[config.mk]
export PLATFORM = sky130hd
export DESIGN_NAME = axi4s_wrr_arbiter
export DESIGN_NICKNAME = d
export VERILOG_FILES = /design/src/rtl/axi4s_arb_pkg.sv /design/src/rtl/axi4s_rr_picker.sv /design/src/rtl/axi4s_wrr_arbiter.sv
export SDC_FILE = /design/constraint.sdc
export NUM_CORES = 1
export LEC_CHECK = 0
export CAP_MARGIN = 20
export CORE_ASPECT_RATIO = 0.5
export CORE_MARGIN = 2
export CORE_UTILIZATION = 50
export DETAILED_ROUTE_END_ITERATION = 8
export DONT_BUFFER_PORTS = 1
export HOLD_SLACK_MARGIN = 0.02
export PLACE_DENSITY = 0.67
export SLEW_MARGIN = 20
export SYNTH_ARGS = -nofsm -noshare
export SYNTH_HDL_FRONTEND = slang
export SYNTH_HIERARCHICAL = 1
export SYNTH_SLANG_ARGS = --single-unit
[constraint.sdc]
create_clock -name clk -period 1.9 [get_ports clk]
set_input_delay 0.285 -clock clk [delete_from_list [all_inputs] [get_ports clk]]
set_output_delay 0.285 -clock clk [all_outputs]
set_load 0.05 [all_outputs]
[src/rtl/axi4s_arb_pkg.sv]
// Shared types and helpers for the packet-level WRR AXI4-S arbiter.
package axi4s_arb_pkg;

   typedef enum logic {
      IDLE = 1'b0,
      XFER = 1'b1
   } arb_state_t;

   // Circular increment over 0..n-1.
   function automatic int wrap_inc(input int v, input int n);
      return (v + 1 >= n) ? 0 : v + 1;
   endfunction

endpackage

[src/rtl/axi4s_rr_picker.sv]
// Combinational circular first-set-bit search starting at i_ptr.
module axi4s_rr_picker #(
   parameter int N = 4,
   parameter int W = 2
) (
   input  logic [N-1:0] i_req,
   input  logic [W-1:0] i_ptr,
   output logic         o_vld,
   output logic [W-1:0] o_idx
);

   int w_j;

   // Scan offsets high to low so the smallest offset from i_ptr wins.
   always_comb begin
      o_vld = 1'b0;
      o_idx = '0;
      w_j   = 0;
      for (int i = N - 1; i >= 0; i--) begin
         w_j = int'(i_ptr) + i;
         if (w_j >= N) w_j = w_j - N;
         if (i_req[w_j]) begin
            o_vld = 1'b1;
            o_idx = W'(w_j);
         end
      end
   end

endmodule

[src/rtl/axi4s_wrr_arbiter.sv]
// Packet-level weighted round-robin AXI4-S arbiter with one registered output stage.
// Optional per-stream packet counters: define AXI4S_ARB_PKT_CNT_EN.
module axi4s_wrr_arbiter
   import axi4s_arb_pkg::*;
#(
   parameter int nr_of_streams_p = 4,
   parameter int tdata_width_p   = 32,
   parameter int tid_bit_width_p = $clog2(nr_of_streams_p),
   parameter int weight_width_p  = 4
) (
   input  logic                                             clk,
   input  logic                                             rst_n,
   input  logic [nr_of_streams_p-1:0][weight_width_p-1:0]   cfg_weight,
   output logic [nr_of_streams_p-1:0]                       axi4s_i_tready,
   input  logic [nr_of_streams_p-1:0]                       axi4s_i_tvalid,
   input  logic [nr_of_streams_p-1:0]                       axi4s_i_tlast,
   input  logic [nr_of_streams_p-1:0][tdata_width_p-1:0]    axi4s_i_tdata,
   input  logic                                             axi4s_o_tready,
   output logic                                             axi4s_o_tvalid,
   output logic                                             axi4s_o_tlast,
   output logic [tid_bit_width_p-1:0]                       axi4s_o_tid,
   output logic [tdata_width_p-1:0]                         axi4s_o_tdata,
`ifdef AXI4S_ARB_PKT_CNT_EN
   output logic [nr_of_streams_p-1:0][15:0]                 arb_pkt_cnt,
`endif
   output logic                                             arb_busy,
   output logic [tid_bit_width_p-1:0]                       arb_grant_id
);

   localparam int N  = nr_of_streams_p;
   localparam int TW = tid_bit_width_p;
   localparam int WW = weight_width_p;

   arb_state_t                r_state;
   logic [TW-1:0]             r_grant;
   logic [TW-1:0]             r_ptr;
   logic [WW-1:0]             r_credit;
   logic                      r_o_tvalid;
   logic                      r_o_tlast;
   logic [TW-1:0]             r_o_tid;
   logic [tdata_width_p-1:0]  r_o_tdata;

   logic                      w_pick_vld;
   logic [TW-1:0]             w_pick_idx;
   logic                      w_rdy;
   logic                      w_acc;
   logic                      w_acc_last;
   logic [WW-1:0]             w_wsel;
   logic [WW-1:0]             w_wload;

   axi4s_rr_picker #(.N(N), .W(TW)) u_picker (
      .i_req (axi4s_i_tvalid),
      .i_ptr (r_ptr),
      .o_vld (w_pick_vld),
      .o_idx (w_pick_idx)
   );

   assign w_rdy      = !r_o_tvalid || axi4s_o_tready;
   assign w_acc      = (r_state == XFER) && axi4s_i_tvalid[r_grant] && w_rdy;
   assign w_acc_last = w_acc && axi4s_i_tlast[r_grant];
   assign w_wsel     = cfg_weight[w_pick_idx];
   // A weight of 0 behaves as 1 packet per turn.
   assign w_wload    = (w_wsel == '0) ? '0 : w_wsel - WW'(1);

   always_comb begin
      axi4s_i_tready = '0;
      if (r_state == XFER) axi4s_i_tready[r_grant] = w_rdy;
   end

   always_ff @(posedge clk) begin
      if (!rst_n) begin
         r_state  <= IDLE;
         r_grant  <= '0;
         r_ptr    <= '0;
         r_credit <= '0;
      end else begin
         case (r_state)
            IDLE: begin
               if (w_pick_vld) begin
                  r_state <= XFER;
                  r_grant <= w_pick_idx;
                  if (w_pick_idx == r_grant && r_credit != '0) r_credit <= r_credit - WW'(1);
                  else                                        r_credit <= w_wload;
               end
            end
            XFER: begin
               if (w_acc_last) begin
                  r_state <= IDLE;
                  // Keep priority while credit remains; otherwise rotate past the grantee.
                  r_ptr   <= (r_credit == '0) ? TW'(wrap_inc(int'(r_grant), N)) : r_grant;
               end
            end
            default: r_state <= IDLE;
         endcase
      end
   end

   always_ff @(posedge clk) begin
      if (!rst_n) begin
         r_o_tvalid <= 1'b0;
         r_o_tlast  <= 1'b0;
         r_o_tid    <= '0;
         r_o_tdata  <= '0;
      end else if (w_acc) begin
         r_o_tvalid <= 1'b1;
         r_o_tlast  <= axi4s_i_tlast[r_grant];
         r_o_tid    <= r_grant;
         r_o_tdata  <= axi4s_i_tdata[r_grant];
      end else if (axi4s_o_tready) begin
         r_o_tvalid <= 1'b0;
      end
   end

`ifdef AXI4S_ARB_PKT_CNT_EN
   logic [N-1:0][15:0] r_pkt_cnt;

   for (genvar g = 0; g < N; g++) begin : g_cnt
      always_ff @(posedge clk) begin
         if (!rst_n)
            r_pkt_cnt[g] <= '0;
         else if (w_acc_last && r_grant == TW'(g) && r_pkt_cnt[g] != 16'hFFFF)
            r_pkt_cnt[g] <= r_pkt_cnt[g] + 16'd1;
      end
   end

   assign arb_pkt_cnt = r_pkt_cnt;
`endif

   assign axi4s_o_tvalid = r_o_tvalid;
   assign axi4s_o_tlast  = r_o_tlast;
   assign axi4s_o_tid    = r_o_tid;
   assign axi4s_o_tdata  = r_o_tdata;
   assign arb_busy       = (r_state == XFER);
   assign arb_grant_id   = r_grant;

endmodule

==> results.py, run 1 <==
metrics = {
    "setup_path": {
        "critical_path_required_ns": 2.07,
        "worstPathArrival_ns": 2.23,
        "path_delay_family": "multiplexers",
        "worstPathMaxFanout": 5,
        "crit_slowest_cell": "mux4_2",
        "worstSetupStartpointType": "register",
        "max_stage_delay_ns": 0.53,
        "path_buf_inv": 1,
        "crit_chain": "nand2b_4 -> a21oi_2 -> a211oi_2 -> buf_4 -> mux4_2 -> nor3_2 -> nor4_1 -> o31a_1",
        "worstSetupEndpointType": "register",
        "path_class": "reg2reg",
    },
    "logic_synthesis": {
        "ys_top_cells_by_area": "dfxtp_1, mux4_2, nand2_1, a21oi_1, buf_6",
        "ys_seq_area_share_pct": 31.20,
        "synth_adder_area_share_pct": 2.600,
        "synth_area_um2": 2888,
        "synth_seq_cells": 45,
        "synth-simple-area-share_pct": 16.51,
        "synth_area_leader_cell": "dfxtp_1",
        "synth_warnings": 6,
        "avgSynthCellArea_um2": 9.924,
        "synth_top_family_by_area": "multiplexers",
        "ys_types": 36,
        "synth-compound-area-share_pct": 10.40,
        "synthMuxAreaShare_pct": 31.80,
        "synth.top_cell.area_share_pct": 31.20,
        "syn_nets": 452,
        "synth-xor-area-share_pct": 0.9099,
        "syn-instance-count": 291,
    },
    "final_layout": {
        "area_delta_synth_final_pct": 11.35,
        "drive_above_1_share_pct": 27.03,
        "n_antenna_cell": 0,
        "final_common_cell": "nand2_1",
        "post-route-util_pct": 58.30,
        "instances_no_fill": 369,
        "n_fill_cell": 461,
        "final_net_count": 456,
        "layout_common_cells": "nand2_1, a21oi_1, dfxtp_1",
    },
    "sta": {
        "tightestPinTransition_ns": 0.5279,
        "timing.max_slew.rel_slack_pct": 64.76,
        "rsz0062_at_grt": "yes",
        "worst_slack_ns": -0.1543,
        "finalHoldViolCount": 0,
        "hold_slack_ns": 0.1241,
        "setup_viol": 4,
        "finalClockSkew_ns": 0.003440,
        "period_needed_ns": 2.054,
        "max_freq_mhz": 486.8,
        "drv_slew": 0,
        "finalCritPeriodShare_pct": 108.1,
    },
    "floorplanning": {
        "io_pins": 198,
        "start_util_pct": 52.36,
        "die_y_um": 57.74,
        "dieArea_um2": 6437,
        "fp.dieW_um": 111.5,
        "num_rows": 19,
        "core_um2": 5515,
    },
    "worst_hold_path": {
        "holdCritPathClass": "in2reg",
    },
    "power_and_ir_drop": {
        "peakVddDrop_v": 0.0004135,
        "p_per_area_nw_per_um2": 904.0,
        "power_mw": 2.907,
        "power.leakage_nw": 1.101,
    },
    "routing": {
        "dr.pass1.iters": 4,
        "drcViolationCount": 0,
        "via_count": 2257,
        "drt-total-wl_mm": 7.182,
        "first_iter_violations": 136,
        "wl_per_cell_um": 19.46,
        "ant_nets": 0,
        "vias_per_cell": 6.117,
    },
    "outcome": {
        "violations": "negative setup slack",
        "run_status": "finished, violations left",
    },
    "global_routing": {
        "grt_start_max_net_pins": 42,
        "grt_pass1_vias": 2306,
        "grt_overflow": 0,
        "grt_pass1_wl_mm": 11.45,
        "antenna_found_initial": 0,
        "track_usage_pct": 22.37,
    },
    "cts": {
        "cts_buffers": 5,
        "cts_buffer_depth": 2,
        "clk_pin_slew_worst_paths_ns": 0.06,
        "htree_levels": 2,
        "clock_latency_ns": 0.28,
        "cts_tree": "yes",
        "clockRootBuffer": "clkbuf_16",
        "cts.sinks": 45,
    },
    "run": {
        "maxCapViolations": 0,
    },
    "placement": {
        "dp.cells": 361,
        "place_congestion": 0.7907,
        "dp_hpwl_mm": 5.510,
        "portBuffers": 0,
        "post-place-ws_ns": -0.1560,
    },
}
## sequential cells by signal, summed over array words and instances (netlist names)
name / cells
arb_grant_id: 2
axi4s_o_tlast: 1
axi4s_o_tid: 2
r_ptr: 2
arb_busy: 1
axi4s_o_tvalid: 1
axi4s_o_tdata: 32
r_credit: 4
## layer usage
metal  part of all wire, %  vias to the layer above  wire, um  track usage (%)
met4                   1.4                        0       104            6.878
met1                    38                     1082      2710            25.87
met2                    54                      101      3882            41.90
met3                   6.7                       10       484            5.858
li1                      -                     1064         -                -
met5                     0                        -         0                0
## per-stage QoR
step	TNS [ns]	instance area (um^2)
finish	-0.4217	3216
global route	-0.9031	3216
CTS	-0.5338	3214
detailed placement	-0.5159	3040
global placement	-0.2740	3040
floorplan	-0.09759	2914
## final timing paths
| check | start | to | slack, ns | cells past startpoint |
|---|---|---|---|---|
| max | r_ptr[1] | r_credit[0] | -0.15 | 8 |
| min | rst_n | r_credit[0] | 0.12 | 1 |
| max reg2reg | r_ptr[1] | r_credit[0] | -0.15 | 8 |
| min reg2reg | r_ptr[0] | r_ptr[0] | 0.55 | 2 |
## worst register-to-register path, stage by stage (launching register included)
cell and delay, ns:
dfxtp_4 0.37, nand2b_4 0.12, a21oi_2 0.05, a211oi_2 0.15
buf_4 0.18, mux4_2 0.53, nor3_2 0.20, nor4_1 0.07
o31a_1 0.28
## cells by family after synthesis
family	count (synthesis)
and+or+nand+nor	110
muxes	44
AOI/OAI and AO/OA	54
DFF	45
adders and majority gates	6
buffers and inverters	29
xor gates and xnor gates	3
## cell usage after synthesis, drive strengths merged
master / count
inv: 4
dfxtp: 45
buf: 13
nor3b: 3
a21oi: 42
or3: 1
nand3: 2
mux2: 2
mux4: 38
nor3: 4
o22ai: 2
o31a: 1
xor2: 3
o311ai: 1
mux2i: 4
clkbuf: 11
nand4: 1
nor4: 1
nor2b: 2
ha: 6
o21ai: 2
nand2: 77
nand2b: 4
o31ai: 1
a211oi: 4
a22oi: 1
nor2: 10
and3: 5
clkinv: 1
## area by class of cell
type | count | area [um^2] | share of cell area, %
timing repair buffer | 21 | 207.7 | 6.459
inverter | 5 | 18.77 | 0.5837
tap | 73 | 91.34 | 2.840
clock buffer | 7 | 163.9 | 5.097
clock inverter | 1 | 7.507 | 0.2335
sequential | 45 | 910.9 | 28.33
multi-input combinational | 217 | 1815 | 56.46
## timing repair
action | in CTS | in global routing
endpoints found under the setup margin | 4 | 4
hold buffers | 0 | 0
resized for setup | 1 | 2
pin swaps | 0 | 0
buffers inserted | 0 | 0
## power breakdown
group / total [mW] / switching (mW) / internal, mW
Sequential: 1.25 / 0.234 / 1.02
Combinational: 0.683 / 0.336 / 0.347
Clock: 0.972 / 0.369 / 0.603
No activity file was read; power rests on OpenSTA's default activity.
==> run 2: changes to the inputs <==
--- a/config.mk
+++ b/config.mk
@@ -5,6 +5,7 @@
 export SDC_FILE = /design/constraint.sdc
 export NUM_CORES = 1
 export LEC_CHECK = 0
+export ABC_AREA = 1
 export CAP_MARGIN = 20
 export CORE_ASPECT_RATIO = 0.5
 export CORE_MARGIN = 2
@@ -13,6 +14,7 @@
 export DONT_BUFFER_PORTS = 1
 export HOLD_SLACK_MARGIN = 0.02
 export PLACE_DENSITY = 0.67
+export SKIP_CTS_REPAIR_TIMING = 1
 export SLEW_MARGIN = 20
 export SYNTH_ARGS = -nofsm -noshare
 export SYNTH_HDL_FRONTEND = slang
==> results.py, run 2 <==
metrics = {
    "power_and_ir_drop": {
        "p_per_area_nw_per_um2": 1052,
        "p_clk_share_pct": 21.6,
        "switchingPower_mw": 1.714,
        "power.leakage_nw": 1.524,
        "seqPwrFrac_pct": 39.1,
        "combPwrFrac_pct": 39.3,
        "p_int_mw": 2.118,
        "peakVddDrop_v": 0.0004585,
        "swShare_pct": 44.72,
    },
    "run": {
        "maxCapViolations": 0,
    },
    "routing": {
        "ant_nets": 0,
        "first_iter_violations": 311,
        "m1WireLength_mm": 4.058,
        "highest_layer": "met4",
        "wl_per_cell_um": 15.05,
        "drcViolationCount": 0,
        "drt-total-wl_mm": 9.464,
        "dr_wl_met2_mm": 4.576,
        "wl_met3_um": 732,
        "vias_per_cell": 5.556,
        "via_count": 3495,
        "dr.pass1.iters": 4,
    },
    "logic_synthesis": {
        "synth_common_cells": "nor2_1, o21ai_0, nand2_1",
        "synth_warnings": 6,
        "synth-simple-area-share_pct": 32.50,
        "synth.top_cell.area_share_pct": 28.40,
        "synth_adder_area_share_pct": 2.367,
        "synthFlopType": "dfxtp_1",
        "syn-instance-count": 536,
        "synth_area_um2": 3172,
        "synthMuxAreaShare_pct": 0,
        "synth-compound-area-share_pct": 26.67,
        "syn_nets": 697,
        "synthMostInstantiatedCell": "nor2_1",
        "synth_seq_cells": 45,
        "synth_top_family_by_area": "simple AND/OR/NAND/NOR gates",
        "synthArstFlopShare_pct": 0,
        "ys_top_cells_by_area": "dfxtp_1, o21ai_0, nor2_1, nand2_1, o22ai_1",
        "synth-xor-area-share_pct": 0.5523,
        "ys_types": 27,
        "synth_area_leader_cell": "dfxtp_1",
        "ys_seq_area_share_pct": 28.40,
        "avgSynthCellArea_um2": 5.918,
        "synth_edf_count": 0,
    },
    "cts": {
        "clock_latency_ns": 0.28,
        "cts_tree": "yes",
        "htree_levels": 2,
        "cts_buffer_depth": 2,
        "clk_pin_slew_worst_paths_ns": 0.06,
        "clockRootBuffer": "clkbuf_16",
        "cts.sinks": 45,
        "cts_buffers": 5,
    },
    "floorplanning": {
        "dieArea_um2": 7035,
        "die_y_um": 60.32,
        "num_rows": 20,
        "start_util_pct": 51.95,
        "io_pins": 198,
        "core_um2": 6106,
        "fp.dieW_um": 116.6,
    },
    "sta": {
        "timing.max_slew.rel_slack_pct": 62.74,
        "tightestPinTransition_ns": 0.5581,
        "period_needed_ns": 2.000,
        "finalHoldViolCount": 0,
        "setup_tns_ns": -0.2477,
        "drv_slew": 0,
        "setup_viol": 4,
        "finalCritPeriodShare_pct": 105.3,
        "finalClockSkew_ns": 0.004455,
        "max_freq_mhz": 499.9,
        "rsz0062_at_grt": "yes",
        "worst_slack_ns": -0.1005,
    },
    "global_routing": {
        "grt_pass1_wl_mm": 13.51,
        "grt_overflow": 0,
        "grt_pass1_vias": 2952,
        "antenna_found_initial": 1,
        "grt_start_max_net_pins": 37,
        "track_usage_pct": 24.32,
    },
    "placement": {
        "place_congestion": 0.8036,
        "portBuffers": 0,
        "dp_hpwl_mm": 6.936,
        "dp.cells": 617,
    },
    "final_layout": {
        "instances_no_fill": 629,
        "drive_above_1_share_pct": 15.74,
        "post-route-util_pct": 59.63,
        "multi_input_comb_area_um2": 2118,
        "largest_reg_flops": 32,
        "n_fill_cell": 640,
        "layout_common_cells": "nor2_1, o21ai_0, nand2_1",
        "final_net_count": 700,
        "seq_area_um2": 907.1,
        "area_delta_synth_final_pct": 14.79,
        "final_common_cell": "nor2_1",
    },
    "setup_path": {
        "worstPathMaxFanout": 7,
        "worstSetupEndpointType": "register",
        "critical_path_required_ns": 2.12,
        "worstPathArrival_ns": 2.22,
        "worstSetupStartpointType": "register",
        "path_class": "reg2reg",
    },
    "outcome": {
        "violations": "negative setup slack",
        "run_status": "finished, violations left",
    },
    "worst_hold_path": {
        "holdCritPathClass": "in2reg",
    },
}
[run 2: final timing paths]
kind / startpoint / endpoint / slack [ns] / cells after the start
max reg2reg: r_ptr[0] / r_credit[2] / -0.10 / 16
min reg2reg: r_ptr[0] / r_ptr[0] / 0.52 / 2
max: r_ptr[0] / r_credit[2] / -0.10 / 16
min: rst_n / axi4s_o_tdata[2] / 0.14 / 2
[run 2: logic make-up (layout without fill, tap and decap cells)]
group	count (synthesis)	count (layout)
and+or+nand+nor	259	259
other	0	1
AOI/OAI and AO/OA	159	159
buffers and inverters	65	69
adders and majority gates	6	6
xor gates and xnor gates	2	2
DFF	45	45
[run 2: area by class of cell]
| type | count | share of cell area [%] |
|---|---|---|
| Inverter | 30 | 3.368 |
| Tap cell | 88 | 3.024 |
| Clock buffer | 8 | 3.746 |
| Antenna cell | 1 | 0.06873 |
| Sequential cell | 45 | 24.91 |
| Multi-Input combinational cell | 426 | 58.18 |
| Timing Repair Buffer | 30 | 6.495 |
| Timing Repair inverter | 1 | 0.2062 |
[run 2: metal layers]
metal	GRT usage, %	vias up
met2	43.02	103
met1	29.18	1593
li1	-	1789
met4	7.059	0
met5	0	-
met3	7.505	10
[run 2: power by group through the flow]
stage                     combinational (mW)  sequential, mW  clock (mW)
after floorplan                         1.06            1.52           0
after global routing                    1.71            1.51       0.881
after CTS                               1.34            1.50       0.852
after global placement                  1.33            1.52           0
final                                   1.50            1.50       0.829
after detailed placement                1.34            1.52           0
[run 2: metrics by stage]
step           area, um^2  worst slack [ns]  total power, mW  hold slack [ns]
2_1_floorplan        3197         -0.001700            2.581           0.4159
3_3_place_gp         3334          -0.08713            2.846           0.4246
3_5_place_dp         3334           -0.1350            2.860           0.4305
4_1_cts              3471           -0.1526            3.696           0.1310
5_1_grt              3638           -0.2582            4.107           0.1302
6_report             3641           -0.1005            3.831           0.1371
[run 2: critical path, stage by stage (launching register included)]
cell     delay (ns)
dfxtp_4        0.36
buf_4          0.15
o21ai_4        0.14
nand2_1        0.11
nand3_2        0.11
nand2_2        0.05
nand2_2        0.08
nand2_4        0.08
buf_6          0.13
buf_6          0.13
nand2_2        0.06
nand3_1        0.10
nand2_2        0.11
nand3_1        0.09
nand2_1        0.08
nand2_1        0.04
a21oi_1        0.10
